$ cat config.mk
export PLATFORM = sky130hd
export DESIGN_NAME = writeback_arbiter_flat
export DESIGN_NICKNAME = d
export VERILOG_FILES = /design/src/rtl/writeback_arbiter_if.sv /design/src/rtl/writeback_arbiter.sv /design/src/flat_wrapper.sv
export SDC_FILE = /design/constraint.sdc
export NUM_CORES = 1
export LEC_CHECK = 0
export CELL_PAD_IN_SITES_DETAIL_PLACEMENT = 0
export CELL_PAD_IN_SITES_GLOBAL_PLACEMENT = 2
export CORE_MARGIN = 2
export CORE_UTILIZATION = 40
export CTS_CLUSTER_DIAMETER = 30
export CTS_CLUSTER_SIZE = 24
export DETAILED_ROUTE_END_ITERATION = 10
export GPL_ROUTABILITY_DRIVEN = 0
export PLACE_DENSITY = 0.82
export SETUP_SLACK_MARGIN = 0.5
export SLEW_MARGIN = 20
export SYNTH_ARGS = -nofsm -noshare
export SYNTH_HDL_FRONTEND = slang
export SYNTH_SLANG_ARGS = --single-unit
$ cat constraint.sdc
create_clock -name clk -period 5.3 [get_ports clk]
set_input_delay 1.06 -clock clk [delete_from_list [all_inputs] [get_ports clk]]
set_output_delay 1.06 -clock clk [all_outputs]
set_load 0.05 [all_outputs]
$ cat src/rtl/writeback_arbiter_if.sv
// Result/issue/register-file bundle for writeback_arbiter; the arbiter takes the slave side.
// A transfer happens on a rising edge where valid & ready; ready depends only on registered state.
interface writeback_arbiter_if #(
    parameter int REG_COUNT  = 32,
    parameter int DATA_WIDTH = 32,
    parameter int ADDR_WIDTH = 5
);
    logic                  issue_valid;
    logic [ADDR_WIDTH-1:0] issue_rd;
    logic                  alu_valid;
    logic                  alu_ready;
    logic [ADDR_WIDTH-1:0] alu_rd;
    logic [DATA_WIDTH-1:0] alu_data;
    logic                  lsu_valid;
    logic                  lsu_ready;
    logic [ADDR_WIDTH-1:0] lsu_rd;
    logic [DATA_WIDTH-1:0] lsu_data;
    logic                  rf_write_enable;
    logic [ADDR_WIDTH-1:0] rf_rd;
    logic [DATA_WIDTH-1:0] rf_write_data;
    logic [REG_COUNT-1:0]  busy_mask;

    modport master (
        output issue_valid, issue_rd,
        output alu_valid, alu_rd, alu_data,
        output lsu_valid, lsu_rd, lsu_data,
        input  alu_ready, lsu_ready,
        input  rf_write_enable, rf_rd, rf_write_data, busy_mask
    );

    modport slave (
        input  issue_valid, issue_rd,
        input  alu_valid, alu_rd, alu_data,
        input  lsu_valid, lsu_rd, lsu_data,
        output alu_ready, lsu_ready,
        output rf_write_enable, rf_rd, rf_write_data, busy_mask
    );
endinterface

$ cat src/rtl/writeback_arbiter.sv
// Buffers ALU/LSU results in 2-entry FIFOs, arbitrates them onto one register-file write port
// and tracks pending destinations. Optional commit counters under macro WB_STATS_EN.
module writeback_arbiter #(
    parameter int REG_COUNT    = 32,
    parameter int DATA_WIDTH   = 32,
    parameter int ADDR_WIDTH   = 5,
    parameter int STARVE_LIMIT = 4
) (
    input  logic clk,
    input  logic rst_n,
    writeback_arbiter_if.slave bus
`ifdef WB_STATS_EN
    ,
    output logic [31:0] alu_wb_count,
    output logic [31:0] lsu_wb_count
`endif
);
    // Source index 0 is the ALU, 1 is the LSU.
    logic                  w_in_valid [2];
    logic [ADDR_WIDTH-1:0] w_in_rd    [2];
    logic [DATA_WIDTH-1:0] w_in_data  [2];
    logic                  w_ready    [2];
    logic                  w_ne       [2];
    logic                  w_push     [2];
    logic                  w_pop      [2];

    logic [ADDR_WIDTH-1:0] r_q_rd   [2][2];
    logic [DATA_WIDTH-1:0] r_q_data [2][2];
    logic                  r_wptr   [2];
    logic                  r_rptr   [2];
    logic [1:0]            r_cnt    [2];

    logic [3:0]            r_starve;
    logic                  r_we;
    logic [ADDR_WIDTH-1:0] r_rd;
    logic [DATA_WIDTH-1:0] r_data;
    logic [REG_COUNT-1:0]  r_busy;

    logic                  w_alu_win;
    logic                  w_any_pop;
    logic [ADDR_WIDTH-1:0] w_pop_rd;
    logic [DATA_WIDTH-1:0] w_pop_data;
    logic [REG_COUNT-1:0]  w_busy_next;

    always_comb begin
        w_in_valid[0] = bus.alu_valid;
        w_in_rd[0]    = bus.alu_rd;
        w_in_data[0]  = bus.alu_data;
        w_in_valid[1] = bus.lsu_valid;
        w_in_rd[1]    = bus.lsu_rd;
        w_in_data[1]  = bus.lsu_data;
        for (int s = 0; s < 2; s++) begin
            w_ready[s] = (r_cnt[s] != 2'd2);
            w_ne[s]    = (r_cnt[s] != 2'd0);
            w_push[s]  = w_in_valid[s] && w_ready[s];
        end
        // LSU has priority unless the ALU has been passed over STARVE_LIMIT times in a row.
        w_alu_win  = w_ne[0] && (!w_ne[1] || (r_starve == 4'(STARVE_LIMIT)));
        w_pop[0]   = w_alu_win;
        w_pop[1]   = w_ne[1] && !w_alu_win;
        w_any_pop  = w_pop[0] || w_pop[1];
        w_pop_rd   = w_pop[0] ? r_q_rd[0][r_rptr[0]]   : r_q_rd[1][r_rptr[1]];
        w_pop_data = w_pop[0] ? r_q_data[0][r_rptr[0]] : r_q_data[1][r_rptr[1]];
    end

    // A new issue to the same index outranks the commit of the older producer.
    always_comb begin
        w_busy_next = '0;
        for (int i = 1; i < REG_COUNT; i++) begin
            w_busy_next[i] = (bus.issue_valid && (bus.issue_rd == ADDR_WIDTH'(i))) ||
                             (r_busy[i] && !(r_we && (r_rd == ADDR_WIDTH'(i))));
        end
    end

    always_ff @(posedge clk or negedge rst_n) begin
        if (!rst_n) begin
            for (int s = 0; s < 2; s++) begin
                r_wptr[s] <= 1'b0;
                r_rptr[s] <= 1'b0;
                r_cnt[s]  <= 2'd0;
                for (int e = 0; e < 2; e++) begin
                    r_q_rd[s][e]   <= '0;
                    r_q_data[s][e] <= '0;
                end
            end
            r_starve <= 4'd0;
            r_we     <= 1'b0;
            r_rd     <= '0;
            r_data   <= '0;
            r_busy   <= '0;
        end else begin
            for (int s = 0; s < 2; s++) begin
                if (w_push[s]) begin
                    r_q_rd[s][r_wptr[s]]   <= w_in_rd[s];
                    r_q_data[s][r_wptr[s]] <= w_in_data[s];
                    r_wptr[s]              <= ~r_wptr[s];
                end
                if (w_pop[s]) begin
                    r_rptr[s] <= ~r_rptr[s];
                end
                r_cnt[s] <= r_cnt[s] + {1'b0, w_push[s]} - {1'b0, w_pop[s]};
            end
            if (w_ne[0] && w_pop[1]) begin
                r_starve <= r_starve + 4'd1;
            end else begin
                r_starve <= 4'd0;
            end
            // rd=0 entries are consumed without a write; rf_rd/rf_write_data keep their value.
            r_we <= w_any_pop && (w_pop_rd != '0);
            if (w_any_pop && (w_pop_rd != '0)) begin
                r_rd   <= w_pop_rd;
                r_data <= w_pop_data;
            end
            r_busy <= w_busy_next;
        end
    end

    assign bus.alu_ready       = w_ready[0];
    assign bus.lsu_ready       = w_ready[1];
    assign bus.rf_write_enable = r_we;
    assign bus.rf_rd           = r_rd;
    assign bus.rf_write_data   = r_data;
    assign bus.busy_mask       = r_busy;

`ifdef WB_STATS_EN
    logic        r_src_alu;
    logic [31:0] r_alu_wb_cnt;
    logic [31:0] r_lsu_wb_cnt;

    always_ff @(posedge clk or negedge rst_n) begin
        if (!rst_n) begin
            r_src_alu    <= 1'b0;
            r_alu_wb_cnt <= 32'd0;
            r_lsu_wb_cnt <= 32'd0;
        end else begin
            if (w_any_pop) begin
                r_src_alu <= w_pop[0];
            end
            if (r_we) begin
                if (r_src_alu) begin
                    r_alu_wb_cnt <= r_alu_wb_cnt + 32'd1;
                end else begin
                    r_lsu_wb_cnt <= r_lsu_wb_cnt + 32'd1;
                end
            end
        end
    end

    assign alu_wb_count = r_alu_wb_cnt;
    assign lsu_wb_count = r_lsu_wb_cnt;
`endif
endmodule
$ cat src/flat_wrapper.sv
// flat-port wrapper written by rule: the top's interface ports become plain ports
module writeback_arbiter_flat 
#(
    parameter int REG_COUNT    = 32,
    parameter int DATA_WIDTH   = 32,
    parameter int ADDR_WIDTH   = 5,
    parameter int STARVE_LIMIT = 4
)
  (clk, rst_n, bus_issue_valid, bus_issue_rd, bus_alu_valid, bus_alu_rd, bus_alu_data, bus_lsu_valid, bus_lsu_rd, bus_lsu_data, bus_alu_ready, bus_lsu_ready, bus_rf_write_enable, bus_rf_rd, bus_rf_write_data, bus_busy_mask);
  writeback_arbiter_if #(.REG_COUNT(REG_COUNT), .DATA_WIDTH(DATA_WIDTH), .ADDR_WIDTH(ADDR_WIDTH)) bus_i ();
  input  logic clk;
  input  logic rst_n;
  input wire logic [$bits(bus_i.issue_valid)-1:0] bus_issue_valid;
  input wire logic [$bits(bus_i.issue_rd)-1:0] bus_issue_rd;
  input wire logic [$bits(bus_i.alu_valid)-1:0] bus_alu_valid;
  input wire logic [$bits(bus_i.alu_rd)-1:0] bus_alu_rd;
  input wire logic [$bits(bus_i.alu_data)-1:0] bus_alu_data;
  input wire logic [$bits(bus_i.lsu_valid)-1:0] bus_lsu_valid;
  input wire logic [$bits(bus_i.lsu_rd)-1:0] bus_lsu_rd;
  input wire logic [$bits(bus_i.lsu_data)-1:0] bus_lsu_data;
  output wire logic [$bits(bus_i.alu_ready)-1:0] bus_alu_ready;
  output wire logic [$bits(bus_i.lsu_ready)-1:0] bus_lsu_ready;
  output wire logic [$bits(bus_i.rf_write_enable)-1:0] bus_rf_write_enable;
  output wire logic [$bits(bus_i.rf_rd)-1:0] bus_rf_rd;
  output wire logic [$bits(bus_i.rf_write_data)-1:0] bus_rf_write_data;
  output wire logic [$bits(bus_i.busy_mask)-1:0] bus_busy_mask;
  assign bus_i.issue_valid = bus_issue_valid;
  assign bus_i.issue_rd = bus_issue_rd;
  assign bus_i.alu_valid = bus_alu_valid;
  assign bus_i.alu_rd = bus_alu_rd;
  assign bus_i.alu_data = bus_alu_data;
  assign bus_i.lsu_valid = bus_lsu_valid;
  assign bus_i.lsu_rd = bus_lsu_rd;
  assign bus_i.lsu_data = bus_lsu_data;
  assign bus_alu_ready = bus_i.alu_ready;
  assign bus_lsu_ready = bus_i.lsu_ready;
  assign bus_rf_write_enable = bus_i.rf_write_enable;
  assign bus_rf_rd = bus_i.rf_rd;
  assign bus_rf_write_data = bus_i.rf_write_data;
  assign bus_busy_mask = bus_i.busy_mask;
  writeback_arbiter #(.REG_COUNT(REG_COUNT), .DATA_WIDTH(DATA_WIDTH), .ADDR_WIDTH(ADDR_WIDTH), .STARVE_LIMIT(STARVE_LIMIT)) u_core (.clk(clk), .rst_n(rst_n), .bus(bus_i));
endmodule
==> metrics list <==
- Wires add up to roughly 24 mm.
- Max-Cap Viols: 0
- The worst path uses about 63% of the clock period.
* Worst slew margin relative to its limit: a little over two fifths
- Worst min-delay path class: in2async
- CTS Buffer Depth: 3
- At the worst endpoint, the required time is between 5 and 6 ns.
- TNS Setup: 0 ns
- Final setup violating endpoints: 0
* Slowest stage delay, CP: roughly 0.75 ns
- The worst path needs about 3.4 ns of the cycle, external delays included.
- The share of the Yosys chip area taken by registers is 57.71%.
* Number of antenna violations at the first check in global routing: 1
- Global-route wire length before repair: ~39 mm
- Maximum number of pins on one net before global-route repair: ~130
- Dividing the detail-routed via count by the number of cells gives 5.174.
- By area the synthesized netlist is led by dfrtp_1, mux2_2, mux2i_1.
- The top cell type by area accounts for between 50 and 60% of the synthesized area.
- After detailed routing, the average wire length per cell comes to approximately 18 um.
* Nets: 1019
* CTS buffer count: 49
- TritonCTS built the clock tree.
- DRT Pass-1 Iters: 5
- The die is between 150 and 200 um tall.
* Clock tree root buffer cell: clkbuf_16
* Yosys reg bits: between 200 and 250
- Post-Synthesis Cells: between 700 and 800
- The hold violation total from the final report is 0.
- The critical path in this run is classified as reg2reg.
* Overflow after GRT: 0
- I/O pin count: around 160
* Antenna Violating Nets Remaining: 0
- The worst register-to-register path begins at u_core.r_starve[0].
* Worst reg-to-reg path cell count: 8
* Area inside the core boundary: around 24000 um^2
- Of the cells placed in the final design, the portion with a size suffix greater than 1 is between 20% and 30%.
* Area enclosed by the die boundary: between 20000 and 30000 um^2
- Post-detailed-placement half-perimeter wirelength: approximately 16 mm
- Post-CTS Resized: 0
* Slew at the pin with the worst max-slew slack: roughly 0.86 ns
- Area added between synthesis and finish: 37.03%
* Endpoint of the lowest-slack register-to-register path: u_core.bus.rf_write_data[10]
* Count of cell types in the netlist: 34
- Initial detailed-routing violation count: about 250
* Critical path arrival: 3.76 ns
* Number of global-route vias before repair: around 7200
- Horiz. Die Dim: approximately 160 um
* Timing-limited maximum frequency: 297.7 MHz
- Synth Warn #: 0
* Initial Util: between 40 and 50%
- Setup Skew: 0.01588 ns
* Avg Synthesized Cell Area: around 13 um^2
- Cells along the critical path: inv_1 > ha_1 > nand3b_1 > a21oi_4 > mux2i_1 > o21ai_4 > buf_4 > mux2_1
- The repair_antennas step left the layout with diodes totalling 0.
- In this run, post-CTS hold repair placed 0 buffers.
- RSZ-0062 raised after global routing: false
- Startpoint type of the worst setup path: flip-flop
* Critical path capture point type: flip-flop
- Cell area after layout: approximately 14000 um^2
* Kind of cell adding the most delay to the critical path: compound AO/OA/AOI/OAI gates
- Largest driver fanout on the critical path: 27
- Outcome: finished, final reports clean
* Peak supply drop: about 420 uV
- TritonCTS sink count: 229
- On the critical path, the stage with the largest delay is an instance of o21ai_4.
* Number of I/O port buffers: between 150 and 200
* Row cnt: 57
* Net Count, Synth: ~840
- Overall via count from detail_route: 6675
- Buf+Inv Stages, Crit Path: 2
* Final Max Slew Viols: 0
- After detailed routing, the number of remaining DRC violations is 0.
- Power density normalized to cell area: approximately 800 nW/um^2
- Clock transition time at the flip-flop clock pins of the worst setup and hold paths: around 0.05 ns
- Cell taking the most area after synthesis: dfrtp_1
- The clock reaches the later pin of the worst-skew pair after 0.53 ns.
* Leak: about 5.6 nW
- Filler cells: 1977
- The H-tree generated during clock tree synthesis spans 2 levels.
* Total global-route track usage: between 10% and 20%
* Setup slack, reg-to-reg: 1.94 ns
- Post-synthesis instance area: between 9000 and 10000 um^2
- In this run the cell area measured after placement is about 12000 um^2.
- Once the clock tree was built, the setup fixing pass inserted 0 buffers.
==> flip-flops by register name, summed over array words and instances (netlist names) <==
register	count
u_core.bus.rf_write_enable	1
u_core.bus.busy_mask	31
u_core.r_q_data	128
u_core.bus.rf_rd	5
u_core.r_rptr	2
u_core.r_q_rd	20
u_core.bus.rf_write_data	32
u_core.r_wptr	2
u_core.r_cnt	4
u_core.r_starve	4
==> layout make-up <==
class	count	area (um^2)	area share (%)
clock buffer	69	1383	10.16
clock inverter	18	347.8	2.556
inverter	6	22.52	0.1655
multi-input combinational	482	4056	29.81
sequential	229	5733	42.13
tap	324	405.4	2.979
timing repair buffer	162	1659	12.19
==> worst register-to-register path, stage by stage (launching register included) <==
cell and delay [ns]:
dfrtp_1 0.41, inv_1 0.07, ha_1 0.16, nand3b_1 0.15
a21oi_4 0.64, mux2i_1 0.28, o21ai_4 0.75, buf_4 0.40
mux2_1 0.37
==> metrics by stage <==
| stage | power [mW] | cells | utilization (%) | setup WS, ns | hold WS [ns] |
|---|---|---|---|---|---|
| floorplan | 6.372 | 753 | - | 2.963 | 0.4547 |
| global placement | 7.596 | 1201 | 48.55 | 1.971 | 0.4711 |
| detailed placement | 7.776 | 1202 | 48.69 | 1.874 | 0.4880 |
| CTS | 10.98 | 1289 | 55.81 | 1.847 | 0.4966 |
| global route | 11.49 | 1290 | 55.95 | 1.716 | 0.5127 |
| finish | 10.85 | 1290 | 55.95 | 1.941 | 0.4813 |
==> layout by cell type (no fill, tap or decap), types with 5 or more instances in the layout <==
| cell type | netlist | layout |
|---|---|---|
| a211oi_1 | 36 | 36 |
| a21oi_1 | 39 | 39 |
| buf_4 | 4 | 5 |
| bufinv_16 | 0 | 9 |
| clkbuf_1 | 20 | 13 |
| clkbuf_16 | 0 | 50 |
| clkbuf_8 | 0 | 6 |
| clkdlybuf4s50_1 | 0 | 153 |
| clkinv_2 | 0 | 5 |
| dfrtp_1 | 229 | 227 |
| ha_1 | 5 | 5 |
| inv_1 | 6 | 6 |
| mux2_1 | 25 | 25 |
| mux2_2 | 158 | 158 |
| mux2i_1 | 40 | 40 |
| nand2_1 | 12 | 12 |
| nand2b_1 | 9 | 9 |
| nand3_1 | 9 | 7 |
| nor2_1 | 15 | 13 |
| nor2b_1 | 40 | 40 |
| o21ai_0 | 62 | 62 |
| xnor2_1 | 5 | 5 |
==> cell usage after synthesis <==
master	instances
nand4b_1	2
o21ai_4	1
a211oi_1	36
mux2_1	25
o211ai_1	1
dfrtp_1	229
conb_1	1
a21oi_4	1
nor2b_1	40
xnor2_1	5
o21ai_0	62
buf_2	8
buf_4	4
o22ai_1	3
a21oi_1	39
or2_1	1
nor2_1	15
inv_1	6
ha_1	5
clkbuf_1	20
mux2i_1	40
buf_1	4
or2_0	1
or2_2	2
or4_1	2
nand4_1	2
nand2_1	12
nand3b_1	2
xor2_1	4
a22o_1	2
or4b_1	2
mux2_2	158
nand3_1	9
nand2b_1	9
==> power breakdown <==
group	internal, mW	total [mW]	switching [mW]
registers	2.69	3.30	0.609
clock network	2.23	3.14	0.908
logic	1.96	4.41	2.45
total	6.88	10.8	3.97
==> cell families after synthesis <==
family	Yosys count	share of synthesized area, %
xor+xnor	9	0.7938
buf+inv	42	1.840
fa+ha+maj	5	0.6300
other cells	1	0.03777
mux	223	24.79
flops	229	57.71
simple gates	99	5.620
compound gates	145	8.581
==> worst max-delay path by stage <==
stage	start	end	slack, ns	depth (start not counted)
final	u_core.r_starve[0]	u_core.bus.rf_write_data[10]	1.94	8
after global routing	u_core.r_starve[0]	u_core.bus.rf_write_data[10]	1.72	8
after CTS	u_core.r_starve[0]	u_core.bus.rf_write_data[10]	1.85	8
after detailed placement	u_core.r_starve[0]	u_core.bus.rf_write_data[10]	1.87	8
after global placement	bus_lsu_valid	u_core.r_q_data[63]	1.97	4
after floorplan	bus_alu_valid	u_core.r_q_data[100]	2.96	4
==> metal layers <==
metal / GRT usage [%] / part of all wire (%) / vias up
li1: - / - / 3102
met1: 25.44 / 45 / 3342
met2: 29.72 / 47 / 188
met3: 4.366 / 5.7 / 41
met4: 6.047 / 2.2 / 2
met5: 0 / 0.055 / -
(Power assumes the default switching activity.)
